==> src/rtl/timer_display.sv <==
// timer_display: converts the 8-bit countdown seconds value to 3-digit BCD with
// a sequential double-dabble FSM and scans it onto a 4-digit common-anode
// 7-segment display (active-low segments and anodes).
module timer_display #(
    parameter int REFRESH_DIV = 100_000,
    parameter bit BLANK_LZ    = 1'b1
) (
    input  logic        clk,
    input  logic        reset,
    input  logic [7:0]  count,
    output logic [6:0]  seg,
    output logic [3:0]  an,
    output logic        dp,
    output logic [11:0] bcd,
    output logic        busy,
    output logic        expired
);

    localparam int CW = (REFRESH_DIV > 2) ? $clog2(REFRESH_DIV) : 1;
    localparam logic [CW-1:0] REFRESH_LAST = CW'(REFRESH_DIV - 1);
    localparam logic [6:0] SEG_BLANK = 7'b1111111;

    typedef enum logic [1:0] {IDLE, SHIFT, DONE} state_t;

    state_t        state;
    logic [11:0]   acc;
    logic [11:0]   adj;
    logic [7:0]    bin;
    logic [2:0]    iter;
    logic [7:0]    last_count;
    logic          have_result;

    logic [CW-1:0] refresh_cnt;
    logic [1:0]    digit_idx;
    logic [1:0]    next_idx;
    logic          wrap;
    logic [3:0]    an_next;
    logic [6:0]    seg_next;

    function automatic logic [6:0] seg_decode(input logic [3:0] d);
        logic [6:0] s;
        case (d)
            4'd0:    s = 7'b1000000;
            4'd1:    s = 7'b1111001;
            4'd2:    s = 7'b0100100;
            4'd3:    s = 7'b0110000;
            4'd4:    s = 7'b0011001;
            4'd5:    s = 7'b0010010;
            4'd6:    s = 7'b0000010;
            4'd7:    s = 7'b1111000;
            4'd8:    s = 7'b0000000;
            4'd9:    s = 7'b0010000;
            default: s = SEG_BLANK;
        endcase
        return s;
    endfunction

    // Add-3 correction of every BCD nibble that is 5 or more, ahead of the shift
    always_comb begin
        adj = acc;
        for (int unsigned i = 0; i < 3; i++) begin
            if (acc[4*i +: 4] >= 4'd5)
                adj[4*i +: 4] = acc[4*i +: 4] + 4'd3;
        end
    end

    // Converter FSM: detect a new count, run 8 shift-add-3 steps, publish result
    always_ff @(posedge clk or posedge reset) begin
        if (reset) begin
            state       <= IDLE;
            acc         <= '0;
            bin         <= '0;
            iter        <= '0;
            last_count  <= '0;
            have_result <= 1'b0;
            bcd         <= '0;
            busy        <= 1'b0;
            expired     <= 1'b0;
        end else begin
            case (state)
                IDLE: begin
                    if ((count != last_count) || !have_result) begin
                        bin        <= count;
                        acc        <= '0;
                        last_count <= count;
                        busy       <= 1'b1;
                        iter       <= '0;
                        state      <= SHIFT;
                    end
                end
                SHIFT: begin
                    {acc, bin} <= {adj[10:0], bin, 1'b0};
                    iter       <= iter + 3'd1;
                    if (iter == 3'd7)
                        state <= DONE;
                end
                DONE: begin
                    bcd         <= acc;
                    have_result <= 1'b1;
                    expired     <= (acc == '0);
                    busy        <= 1'b0;
                    state       <= IDLE;
                end
                default: state <= IDLE;
            endcase
        end
    end

    assign wrap     = (refresh_cnt == REFRESH_LAST);
    assign next_idx = digit_idx + 2'd1;
    assign an_next  = ~(4'b0001 << next_idx);

    // Segment pattern for the slot about to be lit, with leading-zero blanking
    always_comb begin
        seg_next = SEG_BLANK;
        if (have_result) begin
            case (next_idx)
                2'd0: seg_next = seg_decode(bcd[3:0]);
                2'd1: if (!(BLANK_LZ && bcd[11:8] == 4'd0 && bcd[7:4] == 4'd0))
                          seg_next = seg_decode(bcd[7:4]);
                2'd2: if (!(BLANK_LZ && bcd[11:8] == 4'd0))
                          seg_next = seg_decode(bcd[11:8]);
                default: seg_next = SEG_BLANK;
            endcase
        end
    end

    // Digit scan: advance one slot per refresh period, registering an/seg together
    always_ff @(posedge clk or posedge reset) begin
        if (reset) begin
            refresh_cnt <= '0;
            digit_idx   <= 2'd3;
            an          <= 4'b1111;
            seg         <= SEG_BLANK;
        end else if (wrap) begin
            refresh_cnt <= '0;
            digit_idx   <= next_idx;
            an          <= an_next;
            seg         <= seg_next;
        end else begin
            refresh_cnt <= refresh_cnt + CW'(1);
        end
    end

    assign dp = 1'b1;

endmodule

==> config.mk <==
export PLATFORM = sky130hd
export DESIGN_NAME = timer_display
export DESIGN_NICKNAME = d
export VERILOG_FILES = /design/src/rtl/timer_display.sv
export SDC_FILE = /design/constraint.sdc
export NUM_CORES = 1
export LEC_CHECK = 0
export CAP_MARGIN = 20
export CORE_ASPECT_RATIO = 0.75
export CORE_MARGIN = 2
export CORE_UTILIZATION = 49
export CTS_CLUSTER_SIZE = 14
export DETAILED_ROUTE_END_ITERATION = 7
export PLACE_DENSITY_LB_ADDON = 0.3
export SLEW_MARGIN = 10
export SYNTH_ARGS = -nofsm -noshare
export SYNTH_HDL_FRONTEND = slang
export SYNTH_SLANG_ARGS = --single-unit
==> constraint.sdc <==
create_clock -name clk -period 2.8 [get_ports clk]
set_input_delay 0.42 -clock clk [delete_from_list [all_inputs] [get_ports clk]]
set_output_delay 0.42 -clock clk [all_outputs]
set_load 0.05 [all_outputs]
=== Word-level counts from Yosys, hierarchy flattened ===
Memories as Yosys holds them, arrays and structs flattened.
Index checks and enable logic that the tools add are counted.
Widths: inputs -> output; s select.

* Register bits: 78
* Memory bits (read-only): 336
* Input port bits: 10
* Logic and storage cells: 69
* Memories kept: 3

{| class="wikitable"
|+ Memory list
! name !! depth !! width !! read ports !! clocked after Yosys merged registers in !! wr ports !! line !! text
|-
| (name not given) || 16 || 7 || 1 || 0 || 0 || 42 || <nowiki>case (d)</nowiki>
|-
| (name not given) || 16 || 7 || 1 || 0 || 0 || 42 ||
|-
| (name not given) || 16 || 7 || 1 || 0 || 0 || 42 ||
|}

* Add/subtract/negate cells: 6
* Magnitude comparators: 3
* Equal/unequal tests: 9
* Shifts and indexed selects: 1
* Muxes and demuxes: 19
* Bitwise logic cells: 1
* Reduce and logical (&&, ||, !) cells: 14

{| class="wikitable"
|+ Operator list
! cell !! number
|-
| $pmux 12 s2 || 1
|-
| $mux 7 || 3
|-
| $pmux 7 s3 || 1
|-
| $add 17x1->17 const B || 1
|-
| $eq 17x17->1 const B || 1
|-
| $mux 17 || 1
|-
| $pmux 8 s2 || 1
|-
| $ge 4x3->1 const B || 3
|-
| $logic_not 12->1 || 1
|-
| $mux 12 || 1
|-
| $add 4x2->4 const B || 2
|-
| $logic_not 4->1 || 2
|-
| $mux 4 || 2
|-
| $mux 8 || 1
|-
| $ne 8x8->1 || 1
|-
| $reduce_and 2->1 || 4
|-
| $mux 3 || 2
|-
| $pmux 3 s2 || 1
|-
| $eq 2x1->1 const B || 2
|-
| $eq 2x2->1 const B || 2
|-
| $logic_not 2->1 || 2
|-
| $mux 2 || 2
|-
| $ne 2x2->1 const B || 2
|-
| $not 4->4 || 1
|-
| other kinds (12) || 13
|}

=== Logic depth before layout (Yosys ltp) ===
* Word-level depth: 5
* Depth in mapped cells: 7
* Depth with buffers taken out: 7

=== Worst setup path before layout ===
Ideal clock, no wire load.

* Path type: flip-flop to flip-flop
* Start point: register bcd[8]
* End point: register seg[1]
* Arrival: 2.001 ns
* Slack: 0.716 ns
* Stages on the path, launching flop included: 8
* Buffers on the path: 0
* Period minus slack after synthesis: 2.084 ns
* Cells stage by stage: dfrtp_1 inv_1 ha_1 nor2b_1 a211o_1 a221o_1 a21oi_1 a21oi_1

* Cells in the longest elaborated chain, start to end: 5
* Elaborated cells on any way between the ends: 7
* Classes of those cells: 4 x mux; 2 x reduce/logical; 1 x memory

{| class="wikitable"
|+ RTL lines
! what !! line !! text
|-
| from (decl) || 14 || <nowiki>output logic [11:0] bcd,</nowiki>
|-
| from (signal assigned) || 76 || <nowiki>bcd <= '0;</nowiki>
|-
| from (signal assigned) || 98 || <nowiki>bcd <= acc;</nowiki>
|-
| branches (longest 3 deep; another with $mem_v2 16x7) || - ||
|-
| $pmux 7 s3 (*) || 117 || <nowiki>case (next_idx)</nowiki>
|-
| $mux 7 (*) || 116 || <nowiki>if (have_result) begin</nowiki>
|-
| to (signal assigned) || 139 || <nowiki>seg <= seg_next;</nowiki>
|-
| to (decl) || 11 || <nowiki>output logic [6:0] seg,</nowiki>
|}

Every way passes the cells marked *.
A chain may end at the register's enable or synchronous reset.

=== Final worst setup path ===
* Start point: register bcd[10]
* End point: output bcd[10]

No word-level cell between the ends.

==> parameters.txt <==
Parameter                              Value

Status
  Status    complete, no violations

GRT
  Vias in the first global route    3142
  Overall fraction of global-route tracks in use    between 20% and 30%
  GR Overflow Total    0
  Antenna violations before repair    0
  Global-route wire length before repair    15300 um
  Maximum number of pins on one net before global-route repair    between 50 and 60

Cells and area
  Antenna Cells    0
  Filler cells    722
  Final-stage net count    between 500 and 600
  Sequential cell area    1970 um^2
  Non-filler instance count after layout    about 580
  Multi-input combinational cell area    roughly 2200 um^2
  Final core utilization    59.8%
  Area growth, synth to finish    17.5%
  Fraction of layout instances using a drive strength above 1    13.2%

Timing
  Worst hold slack    around 0.44 ns
  Final cycle utilization of the critical path    79.7%
  Count of endpoints failing setup in the final report    0
  Hold Fails Final Rpt    0
  Final critical delay including setup and external delays    about 2.2 ns
  Maximum clock skew at final layout    0.00562 ns
  Unrepaired setup endpoints after global routing    false
  Slew at the pin closest to its max-slew limit    roughly 0.8 ns
  Setup slack after layout    approximately 0.57 ns
  Sum of negative setup slack    0 ns
  Fmax    between 400 and 500 MHz
  Final Max Slew Viols    0
  Worst slew margin    a little under half

Yosys
  Xor and xnor area share after synthesis    approximately 5.6%
  Mux share of post-synthesis cell area    5.24%
  Count of flip-flops with a built-in enable after synthesis    0
  FFs w/ async S/R, synth    100%
  Number of cells produced by synthesis    approximately 430
  Sequential share of the synthesized area    45.3%
  Simple-gate share of the synthesized area    15.9%
  Syn Area/Cell    10.0 um^2
  Yosys synthesis warning count    0
  Compound-cell area share of the yosys netlist    roughly 14%
  Register bit total from synthesis    around 80
  Post-synthesis instance area    4340 um^2
  Most common flop cell mapped by yosys    dfrtp_1
  Fraction of the mapped netlist area in adder cells    a little under a tenth
  Distinct cell type count after synthesis    between 50 and 60
  Largest family of logic cells by synthesized area    simple AND/OR/NAND/NOR gates
  Post-synth net total    approximately 480

Job
  Max capacitance violation total    0

Clocking
  PostCTS Resize Cnt    0
  Clock latency on the worst-skew pair    around 0.33 ns
  Maximum root-to-sink buffer count    2
  Cts bufs inserted    9
  Master cell of the clock root buffer    clkbuf_16
  Number of buffers added to fix hold violations after cts    0
  H-tree level count    3
  Post-CTS repair timing setup buffer count    0
  CTS tree    built
  Clock-pin slew reported for the worst setup and hold paths after clock tree synthesis    ~0.060 ns
  Clock sinks    78

Worst setup path
  Startpoint-to-endpoint class of the critical path    reg -> out
  Reg2reg start    bcd[9]
  Worst stage delay on the critical path    about 0.9 ns
  Highest net fanout along the worst path    14
  Max stage delay cell, worst path    clkdlybuf4s50_1
  Arrival time of data at the critical path endpoint    between 1.5 and 2 ns
  Critical path launch point    bcd[10]
  Crit end category    output port
  Cell breakdown of the critical path    clkdlybuf4s50_1
  Setup crit start kind    flip-flop
  Top delay family on crit path    buffers and inverters
  Count of buffering cells on the critical path with inverters included    1
  Critical Path RT    around 2.4 ns

Drt
  Starting DRT DRC Count    250
  Number of detailed-route iterations in the first pass    4
  Total wirelength of the detailed-routed design    between 8000 and 9000 um
  Post-detailed-route DRC marker count    0
  Vias per cell    around 5.6
  Via count    around 3200
  Per-cell routed wire length    roughly 15 um
  Count of antenna-violating nets left after detailed routing    0

Floorplanning
  Std-Cell Core Area    about 8500 um^2
  Ports    36
  Die extent in x    113 um
  Die H    around 86 um
  Rows    29
  Initial core utilization    between 50 and 60%
  Die area    9640 um^2

Min path
  Type of the most critical hold path    in -> async

Placed design
  Number of cells in the design after placement    around 560
  Setup slack after placement    around 0.44 ns
  Global placer's final weighted congestion    around 0.91
  DP HPWL    approximately 6200 um
  Count of buffers inserted at the top-level ports    34

Pwr
  Pwr/cell area    about 1100 nW/um^2
  Leak    between 0.002 and 0.0025 uW
  Max IR drop VDD    about 0.00055 V
==> cells in the final DEF (no fill, tap or decap), drive strengths merged, types with 6 or more instances in the layout <==
master,instances
dfrtp,65
dfstp,13
a21oi,20
nor3,6
xor2,7
ha,32
clkdlybuf4s50,34
xnor2,21
nor2b,8
o221a,9
inv,25
buf,6
nor2,32
mux2,14
a22o,8
nand2,38
nand4,9
mux2i,7
nand2b,21
o21ai,34
clkbuf,11
==> cells by family (layout without fill, tap and decap cells) <==
| kind of cell | after synthesis | in the layout |
|---|---|---|
| flip-flops | 78 | 78 |
| other | 1 | 1 |
| XOR/XNOR | 28 | 28 |
| adder cells (fa/ha/maj) | 32 | 32 |
| AO/OA/AOI/OAI | 94 | 94 |
| buffers and inverters | 44 | 80 |
| multiplexers | 21 | 21 |
| AND/OR/NAND/NOR | 135 | 135 |
==> cells in the mapped netlist, types with 9 or more instances <==
master	number	area share, %
ha_1	32	9.2
o21ai_0	33	3.8
nand2_1	38	3.3
clkbuf_1	13	1.1
xnor2_1	21	4.2
o221a_2	9	2.3
nor2_1	32	2.8
mux2_2	14	3.6
dfstp_2	13	7.9
a21oi_1	20	2.3
nand4_1	9	1.3
nand2b_1	21	3.0
dfrtp_1	65	37
inv_1	25	2.2
==> layer usage <==
metal / track usage [%] / routed length (um)
met5: 0 / 0
met4: 5.43 / 61
met3: 5.58 / 306
met2: 31.1 / 4070
met1: 28.0 / 4370
==> through the flow <==
step           power, uW  cell area (um^2)
2_1_floorplan       3670              4340
3_3_place_gp        4260              4790
3_5_place_dp        4360              4790
4_1_cts             5640              5100
5_1_grt             6020              5100
6_report            5600              5100
==> state kept, by name, indices dropped and copies added, names as in the netlist <==
| name | cells |
|---|---|
| expired | 1 |
| bin | 8 |
| have_result | 1 |
| digit_idx | 2 |
| an | 4 |
| iter | 3 |
| seg | 7 |
| refresh_cnt | 17 |
| last_count | 8 |
| busy | 1 |
| state | 2 |
| acc | 12 |
| bcd | 12 |
==> power by group <==
group | total [uW] | internal, uW | leakage [uW] | switching (uW)
combinational | 2470 | 1120 | 0.00113 | 1360
clock | 1230 | 797 | 0.000149 | 434
sequential | 1900 | 1450 | 0.000943 | 448
total | 5600 | 3370 | 0.00222 | 2240
==> layout make-up <==
cell class	instances	share of cell area (%)
clock buffer	11	4.76
timing repair buffer	40	7.80
inverter	25	1.84
clock inverter	4	1.40
multi-input combinational	311	43.0
sequential	78	38.6
tap	108	2.65
==> worst paths after layout <==
check                      slack, ns  cells after the start             to
max                             0.57                      1        bcd[10]
min reg2reg                     0.47                      2          an[0]
max in group asynchronous       1.64                      3         seg[6]
max reg2reg                     0.71                      7         seg[5]
min                             0.44                      2  last_count[2]
min in group clk                0.47                      2          an[0]
No activity file was read; power rests on OpenSTA's default activity.
